`config.mk`:
```
export PLATFORM = sky130hd
export DESIGN_NAME = hpi_bus_arbiter
export DESIGN_NICKNAME = d
export VERILOG_FILES = /design/src/rtl/hpi_pkg.sv /design/src/rtl/hpi_rr_arbiter.sv /design/src/rtl/hpi_bus_arbiter.sv
export SDC_FILE = /design/constraint.sdc
export NUM_CORES = 1
export LEC_CHECK = 0
export ABC_AREA = 1
export BUFFER_PORTS_ARGS = -buffer_cell sky130_fd_sc_hd__buf_4
export CAP_MARGIN = 20
export CORE_UTILIZATION = 45
export CTS_BUF_LIST = sky130_fd_sc_hd__clkbuf_2 sky130_fd_sc_hd__clkbuf_4 sky130_fd_sc_hd__clkbuf_8
export DETAILED_ROUTE_END_ITERATION = 16
export GPL_TIMING_DRIVEN = 1
export PLACE_DENSITY_LB_ADDON = 0.08
export SETUP_SLACK_MARGIN = 0.02
export SKIP_CTS_REPAIR_TIMING = 1
export SLEW_MARGIN = 40
export SYNTH_ARGS = -nofsm -noshare
export SYNTH_HDL_FRONTEND = slang
export SYNTH_HIERARCHICAL = 1
export SYNTH_SLANG_ARGS = --single-unit
```
`constraint.sdc`:
```
create_clock -name clk_clk -period 1.5 [get_ports clk_clk]
set_input_delay 0.3 -clock clk_clk [delete_from_list [all_inputs] [get_ports clk_clk]]
set_output_delay 0.3 -clock clk_clk [all_outputs]
set_load 0.02 [all_outputs]
```
`src/rtl/hpi_pkg.sv`:
```
// rtl/hpi_pkg.sv - shared types and constants for the HPI bus arbiter
//
// Purpose: defines the access FSM state type and the HPI register select
// codes, plus the default access timing.
// Ports: none (package).
package hpi_pkg;

  typedef enum logic [2:0] {
    ST_IDLE,
    ST_SETUP,
    ST_STROBE,
    ST_HOLD,
    ST_RECOVER
  } hpi_state_e;

  localparam logic [1:0] HPI_DATA    = 2'd0;
  localparam logic [1:0] HPI_MAILBOX = 2'd1;
  localparam logic [1:0] HPI_ADDRESS = 2'd2;
  localparam logic [1:0] HPI_STATUS  = 2'd3;

  localparam int DEF_SETUP_CYC   = 1;
  localparam int DEF_STROBE_CYC  = 2;
  localparam int DEF_HOLD_CYC    = 1;
  localparam int DEF_RECOVER_CYC = 2;

  function automatic int cyc_max(input int a, input int b);
    return (a > b) ? a : b;
  endfunction

endpackage

```
`src/rtl/hpi_rr_arbiter.sv`:
```
// rtl/hpi_rr_arbiter.sv - two-way round-robin grant for the HPI arbiter
//
// Purpose: picks one of two requesters; on a tie the port not granted last
// wins. The last-grant memory only moves when the caller commits a grant.
// Ports:
//   clk, rst_n   clock, asynchronous active-low reset
//   req[1:0]     per-port request
//   update       commit the current grant into the last-grant register
//   grant_valid  at least one port is requesting
//   grant_idx    winning port (0 or 1)
module hpi_rr_arbiter (
  input  logic       clk,
  input  logic       rst_n,
  input  logic [1:0] req,
  input  logic       update,
  output logic       grant_valid,
  output logic       grant_idx
);

  logic last_q, last_d;

  always_comb begin
    grant_valid = |req;
    case (req)
      2'b01:   grant_idx = 1'b0;
      2'b10:   grant_idx = 1'b1;
      2'b11:   grant_idx = ~last_q;
      default: grant_idx = 1'b0;
    endcase
    last_d = (update && grant_valid) ? grant_idx : last_q;
  end

  // Reset to port 1 so port 0 wins the first tie.
  always_ff @(posedge clk or negedge rst_n) begin
    if (!rst_n) last_q <= 1'b1;
    else        last_q <= last_d;
  end

endmodule

```
`src/rtl/hpi_bus_arbiter.sv`:
```
// rtl/hpi_bus_arbiter.sv - shares the CY7C67200 HPI between two requesters
//
// Purpose: arbitrates port 0 (software) and port 1 (keycode poller) and runs
// each granted request as one timed HPI read or write cycle.
// Ports:
//   clk_clk, reset_reset_n      clock, asynchronous active-low reset
//   req, we                     per-port request level and write select
//   addr0/1, wdata0/1           per-port register select and write data
//   ack                         per-port one-cycle completion pulse
//   rdata0/1                    per-port read data, held until next read ack
//   otg_hpi_*                   registered HPI pins and pad data enable
module hpi_bus_arbiter
  import hpi_pkg::*;
#(
  parameter int SETUP_CYC   = DEF_SETUP_CYC,
  parameter int STROBE_CYC  = DEF_STROBE_CYC,
  parameter int HOLD_CYC    = DEF_HOLD_CYC,
  parameter int RECOVER_CYC = DEF_RECOVER_CYC
) (
  input  logic        clk_clk,
  input  logic        reset_reset_n,
  input  logic [1:0]  req,
  input  logic [1:0]  we,
  input  logic [1:0]  addr0,
  input  logic [1:0]  addr1,
  input  logic [15:0] wdata0,
  input  logic [15:0] wdata1,
  output logic [1:0]  ack,
  output logic [15:0] rdata0,
  output logic [15:0] rdata1,
  output logic [1:0]  otg_hpi_addr,
  output logic        otg_hpi_cs_n,
  output logic        otg_hpi_r_n,
  output logic        otg_hpi_w_n,
  output logic [15:0] otg_hpi_data_out,
  output logic        otg_hpi_data_oe,
  input  logic [15:0] otg_hpi_data_in
);

  localparam int MAX_CYC = cyc_max(cyc_max(SETUP_CYC, STROBE_CYC),
                                   cyc_max(HOLD_CYC, RECOVER_CYC));
  localparam int CNT_W = $clog2(MAX_CYC) + 1;

  // Counter is loaded with N-1 on entry and the state exits when it hits 0.
  localparam logic [CNT_W-1:0] SETUP_LD   = CNT_W'(SETUP_CYC - 1);
  localparam logic [CNT_W-1:0] STROBE_LD  = CNT_W'(STROBE_CYC - 1);
  localparam logic [CNT_W-1:0] HOLD_LD    = CNT_W'(HOLD_CYC - 1);
  localparam logic [CNT_W-1:0] RECOVER_LD = CNT_W'(RECOVER_CYC - 1);
  localparam logic [CNT_W-1:0] CNT_ONE    = CNT_W'(1);

  hpi_state_e      state_q, state_d;
  logic [CNT_W-1:0] cnt_q, cnt_d;
  logic            gnt_q, gnt_d;
  logic            we_q, we_d;
  logic [1:0]      addr_q, addr_d;
  logic [15:0]     wdata_q, wdata_d;
  logic            cs_n_q, cs_n_d;
  logic            r_n_q, r_n_d;
  logic            w_n_q, w_n_d;
  logic            oe_q, oe_d;
  logic [1:0]      ack_q, ack_d;
  logic [15:0]     rdata0_q, rdata0_d;
  logic [15:0]     rdata1_q, rdata1_d;
  logic            arb_valid, arb_idx, arb_update;
  logic            bus_active;

  hpi_rr_arbiter u_arb (
    .clk         (clk_clk),
    .rst_n       (reset_reset_n),
    .req         (req),
    .update      (arb_update),
    .grant_valid (arb_valid),
    .grant_idx   (arb_idx)
  );

  always_comb begin
    state_d    = state_q;
    cnt_d      = cnt_q;
    gnt_d      = gnt_q;
    we_d       = we_q;
    addr_d     = addr_q;
    wdata_d    = wdata_q;
    rdata0_d   = rdata0_q;
    rdata1_d   = rdata1_q;
    ack_d      = 2'b00;
    arb_update = 1'b0;

    case (state_q)
      ST_IDLE: begin
        if (arb_valid) begin
          arb_update = 1'b1;
          gnt_d      = arb_idx;
          we_d       = we[arb_idx];
          addr_d     = arb_idx ? addr1 : addr0;
          wdata_d    = arb_idx ? wdata1 : wdata0;
          state_d    = ST_SETUP;
          cnt_d      = SETUP_LD;
        end
      end
      ST_SETUP: begin
        if (cnt_q == '0) begin
          state_d = ST_STROBE;
          cnt_d   = STROBE_LD;
        end else begin
          cnt_d = cnt_q - CNT_ONE;
        end
      end
      ST_STROBE: begin
        if (cnt_q == '0) begin
          // Read data is sampled at the edge that ends the strobe.
          if (!we_q) begin
            if (gnt_q) rdata1_d = otg_hpi_data_in;
            else       rdata0_d = otg_hpi_data_in;
          end
          state_d = ST_HOLD;
          cnt_d   = HOLD_LD;
        end else begin
          cnt_d = cnt_q - CNT_ONE;
        end
      end
      ST_HOLD: begin
        if (cnt_q == '0) begin
          state_d = ST_RECOVER;
          cnt_d   = RECOVER_LD;
          ack_d   = gnt_q ? 2'b10 : 2'b01;
        end else begin
          cnt_d = cnt_q - CNT_ONE;
        end
      end
      ST_RECOVER: begin
        if (cnt_q == '0) begin
          state_d = ST_IDLE;
          cnt_d   = '0;
        end else begin
          cnt_d = cnt_q - CNT_ONE;
        end
      end
      default: begin
        state_d = ST_IDLE;
        cnt_d   = '0;
      end
    endcase

    // Pins are decoded from the next state so they change on the same edge.
    bus_active = (state_d == ST_SETUP) || (state_d == ST_STROBE) ||
                 (state_d == ST_HOLD);
    cs_n_d = ~bus_active;
    oe_d   = bus_active & we_d;
    r_n_d  = ~((state_d == ST_STROBE) & ~we_d);
    w_n_d  = ~((state_d == ST_STROBE) & we_d);
  end

  always_ff @(posedge clk_clk or negedge reset_reset_n) begin
    if (!reset_reset_n) begin
      state_q  <= ST_IDLE;
      cnt_q    <= '0;
      gnt_q    <= 1'b0;
      we_q     <= 1'b0;
      addr_q   <= 2'b00;
      wdata_q  <= 16'h0000;
      cs_n_q   <= 1'b1;
      r_n_q    <= 1'b1;
      w_n_q    <= 1'b1;
      oe_q     <= 1'b0;
      ack_q    <= 2'b00;
      rdata0_q <= 16'h0000;
      rdata1_q <= 16'h0000;
    end else begin
      state_q  <= state_d;
      cnt_q    <= cnt_d;
      gnt_q    <= gnt_d;
      we_q     <= we_d;
      addr_q   <= addr_d;
      wdata_q  <= wdata_d;
      cs_n_q   <= cs_n_d;
      r_n_q    <= r_n_d;
      w_n_q    <= w_n_d;
      oe_q     <= oe_d;
      ack_q    <= ack_d;
      rdata0_q <= rdata0_d;
      rdata1_q <= rdata1_d;
    end
  end

  assign ack              = ack_q;
  assign rdata0           = rdata0_q;
  assign rdata1           = rdata1_q;
  assign otg_hpi_addr     = addr_q;
  assign otg_hpi_cs_n     = cs_n_q;
  assign otg_hpi_r_n      = r_n_q;
  assign otg_hpi_w_n      = w_n_q;
  assign otg_hpi_data_out = wdata_q;
  assign otg_hpi_data_oe  = oe_q;

endmodule

```
### Word level (Yosys, flattened, before mapping)

Cells that the tools add are included.

* reduce and logical (&&, ||, !) cells: 11
* equality and inequality tests: 10
* bitwise operators: 10
* order comparisons: 1
* $add $sub $neg: 1
* multiplexer cells: 22

Operators with widths (count)
* 16-bit 2-to-1 mux: 1
* 3-bit 2-to-1 mux: 5
* 3-bit one-hot mux with 5 select lines: 1
* 2-bit 2-to-1 mux: 7
* 3-bit by 2-bit == test with 1-bit output, second input constant: 4
* 4-bit AND reduction: 2
* 1-bit inverter: 7
* 3-bit by 1-bit == test with 1-bit output, second input constant: 2
* 1-bit 2-to-1 mux: 6
* 2-bit one-hot mux with 3 select lines: 1
* 2-bit OR reduction: 3
* 2-bit == test, second input constant: 2
* 1-bit AND: 3
* 3-bit == test, second input constant: 1
* 3-bit zero test: 1
* 2-bit zero test: 1
* 1-bit logical OR: 2
* 1-bit by 2-bit less-than comparator with 1-bit output, second input constant: 1
* 2-bit != test, second input constant: 1
* 1-bit one-hot mux with 2 select lines: 1
* 2-bit AND reduction: 1
* 2-bit by 1-bit subtractor with 2-bit output, second input constant: 1
* 1-bit logical AND: 1

* bits in registers: 64
* logic and storage cells: 69
* output and inout bits: 56

### Logic depth before layout (Yosys ltp)

* word-level depth: 9
* gate-level depth with buffers: 7
* depth with buffers taken out: 7

### Modules after synthesis

The synthesis kept the hierarchy.

By module, submodules not included
* hpi_bus_arbiter: times used 1, sequential area each 1580.3 µm², area an instance 2800.2 µm², cells each 303
* hpi_rr_arbiter: times used 1, sequential area each 26.3 µm², area an instance 61.3 µm², cells each 8

### Least setup slack after synthesis

Ideal clock, no wire load.

* path kind: reg2reg
* from: reg u_arb.last_q
* to: reg we_q
* data arrival time: 1.118 ns
* setup slack: 0.254 ns
* buffers on the path: 1
* setup time: 0.128 ns
* cell stages (with the launch flop): 7
* data required time: 1.372 ns
* path through: dfstp_2 > a21boi_1 > buf_2 > nand2_1 > o21ai_0 > o21ai_1 > inv_1

* cells in the longest elaborated chain, start to end: 6

Ends and longest elaborated chain
* start, declared: RTL line hpi_rr_arbiter.sv:20 `logic last_q, last_d;`
* start signal, assigned: RTL line hpi_rr_arbiter.sv:36 `else last_q <= last_d;`
* 1-bit inverter: RTL line hpi_rr_arbiter.sv:27 `2'b11: grant_idx = ~last_q;`
* 1-bit one-hot mux with 2 select lines: RTL line hpi_rr_arbiter.sv:24 `case (req)`
* via arb_idx: RTL line hpi_bus_arbiter.sv:64 `logic arb_valid, arb_idx, arb_update;`
* 1-bit 2-to-1 mux (implied by the code) (2 in a row): RTL line hpi_bus_arbiter.sv:93 `we_d = we[arb_idx];`
* 1-bit 2-to-1 mux: RTL line hpi_bus_arbiter.sv:90 `if (arb_valid) begin`
* 1-bit 2-to-1 mux: RTL line hpi_bus_arbiter.sv:88 `case (state_q)`
* via we_d: RTL line hpi_bus_arbiter.sv:54 `logic we_q, we_d;`
* end signal, assigned: RTL line hpi_bus_arbiter.sv:172 `we_q <= we_d;`
* end, declared: RTL line hpi_bus_arbiter.sv:54

The timed path passes the listed nets, and every way through them passes these cells. The select of a mux whose other input is x is not followed.
A chain may end at the register's enable or synchronous reset.

### Worst setup path after layout

* from: reg state_q[0]
* to: reg wdata_q[1], in the netlist otg_hpi_data_out[1]

* cells in the longest elaborated chain, start to end: 2

Ends and longest elaborated chain
* start, declared: RTL line hpi_bus_arbiter.sv:51 `hpi_state_e state_q, state_d;`
* start signal, assigned: RTL line hpi_bus_arbiter.sv:169 `state_q <= state_d;`
* 3-bit zero test: RTL line hpi_bus_arbiter.sv:88
* 2-bit AND reduction (no line)
* end signal, assigned: RTL line hpi_bus_arbiter.sv:174 `wdata_q <= wdata_d;`
* end, declared: RTL line hpi_bus_arbiter.sv:56 `logic [15:0] wdata_q, wdata_d;`

Every way passes these cells.

==> results.yml <==
run_status:
  status: "finished, final reports clean"
final_layout:
  drive_gt1_share_pct: 42.1
  nets: 488
  fillers: 491
  layout_commonest_cell: "buf_4"
  antenna_cells: 0
  final_cell_mix: "buf_4 (117), nand2_1 (84), dfrtp_1 (60)"
  syn2layout_area_growth_pct: 41.5
run:
  drv_cap: 0
timing:
  finalSetupViolCount: 0
  post-route-min-period_ns: 1.36
  slew_headroom_pct: 69.0
  holdWs_ns: 0.211
  setup-tns-final_ns: 0
  finalMaxSlewViolations: 0
  rsz0062_at_grt: "no"
  hold_viol_final: 0
  finalClockSkew_ns: 0.00598
  max_freq_ghz: 0.736
  worst_pin_slew_ns: 0.466
  period_share_pct: 90.6
placed_design:
  routabilityCongestion: 0.771
  io_buffers: 113
  dp_hpwl_mm: 4.37
floorplan:
  dieWidth_um: 81.7
  dieArea_um2: 6680
  rows: 28
  core-area_um2: 6030
  die_y_um: 81.7
  io_pins: 114
  start_util_pct: 47.5
cts:
  cts.path.max_buffers: 2
  tritoncts: "built"
  cts.clk_slew.worst_paths_ns: 0.07
  numCtsBuffers: 9
  cts.sinks: 64
  clk_latency_ns: 0.33
  clockRootBuffer: "clkbuf_8"
  h-tree-depth: 3
global_route:
  gr-total-overflow: 0
  grt_max_degree: 37
  grt_usage_pct: 19.0
  grt_pass1_wl_mm: 9.41
  antenna_found_initial: 0
  grt_pass1_vias: 2100
synth:
  yosys_warnings: 6
  synth_cells: 311
  seq_area_frac_synth_pct: 56.1
  synth_edf_count: 0
  synth-seq-cells: 64
  synthArstFlopShare_pct: 100
  synth.distinct_cells: 23
  synthFlopType: "dfrtp_1"
  syn_nets: 369
  avgSynthCellArea_um2: 9.20
  syn-cell-area_um2: 2860
worst_setup_path:
  worst-r2r-setup-slack_ns: 0.14
  arrival_ns: 1.60
  r2r-end: "otg_hpi_data_out[1]$_DFFE_PN0P_"
  path_class: "register to register"
  cp-endpoint: "otg_hpi_data_out[1]$_DFFE_PN0P_"
  crit_fanout: 36
  r2r-start: "state_q[0]$_DFF_PN0_"
  required_ns: 1.74
  cp-start-kind: "register"
  cp-end-kind: "register"
  ff2ff_path_depth: 4
  startpoint: "state_q[0]$_DFF_PN0_"
drt:
  vias: 2386
  drtIter0Drc: 61
  drc: 0
  dr.pass1.iters: 4
  viasPerCell: 4.68
  wl_per_cell_um: 11.7
  postRouteAntennaNets: 0
  drt_wl_total_mm: 5.95
pwr:
  vdd_ir_drop_max_mv: 1.12
  leakagePower_nw: 2.17
  p_per_area_nw_per_um2: 2200
min_path:
  min_path_type: "input port to register"
[layout make-up]
cell class | instances | area (µm²) | area share, %
clock inverters | 2 | 35.0 | 0.865
clock buffers | 14 | 186 | 4.60
inverters | 45 | 169 | 4.17
flip-flops and latches | 64 | 1610 | 39.7
well taps | 75 | 93.8 | 2.32
multi-input cells | 188 | 991 | 24.5
repair buffers | 122 | 968 | 23.9
[registers in the layout, summed over array words and instances (netlist names)]
register and count:
otg_hpi_cs_n 1, otg_hpi_data_oe 1, cnt_q 2, otg_hpi_r_n 1
state_q 3, otg_hpi_w_n 1, ack 2, gnt_q 1
otg_hpi_data_out 16, rdata1 16, u_arb/last_q 1, rdata0 16
we_q 1, otg_hpi_addr 2
[cells in the mapped netlist, drive strengths merged (2+ instances only)]
| cell type | instances | area [µm²] |
|---|---|---|
| nor2 | 10 | 55.1 |
| dfrtp | 60 | 1500 |
| o21ai | 74 | 483 |
| inv | 45 | 169 |
| dfstp | 4 | 105 |
| clkbuf | 3 | 11.3 |
| nor3 | 2 | 10.0 |
| nand3 | 7 | 45.0 |
| a21oi | 3 | 15.0 |
| buf | 11 | 98.9 |
| nand2 | 88 | 340 |
[power by group]
group	internal [mW]	switching, mW	total [mW]
combinational	1.79	2.44	4.23
clock	0.965	0.606	1.57
sequential	2.61	0.490	3.10
total	5.36	3.53	8.90
[how the worst min path moves through the flow]
| stage | end | slack, ns | cells past startpoint | from |
|---|---|---|---|---|
| floorplan | ack[0]$_DFF_PN0_ | 0.004 | 0 | reset_reset_n |
| global placement | otg_hpi_data_oe$_DFF_PN0_ | 0.29 | 1 | reset_reset_n |
| detailed placement | otg_hpi_data_oe$_DFF_PN0_ | 0.29 | 1 | reset_reset_n |
| CTS | otg_hpi_data_out[11]$_DFFE_PN0P_ | -0.08 | 1 | reset_reset_n |
| global route | u_arb/last_q$_DFFE_PN1P_ | 0.22 | 3 | req[1] |
| finish | u_arb/last_q$_DFFE_PN1P_ | 0.21 | 3 | req[1] |
[logic make-up after synthesis]
kind of cell,share of synthesized area (%)
and+or+nand+nor,16.2
DFF,56.1
AOI/OAI and AO/OA,17.9
buffers and inverters,9.75
[metrics by stage]
stage	setup WS, ns	cell area [µm²]	utilization, %	instances	total power [mW]
global route	0.0157	4050	67.2	510	9.57
global placement	0.173	3810	63.2	493	7.27
floorplan	0.254	2860	-	311	5.64
CTS	0.114	4030	66.9	509	8.98
finish	0.141	4050	67.2	510	8.90
detailed placement	0.107	3810	63.2	493	7.37
[per-layer routing]
metal	vias up	part of all wire (%)	GRT usage, %
met5	-	0	0
met4	0	2.0	10.5
met3	9	7.3	4.89
met2	74	47	29.4
met1	1082	43	24.2
li1	1221	-	-
[critical path, cell delays in order, from the launching register on]
cell and delay (ns):
dfrtp_1 0.45, nor2_1 0.24, nand3_4 0.17, buf_12 0.20
o21ai_0 0.20
Note: power is estimated with default switching activity, not from simulation.
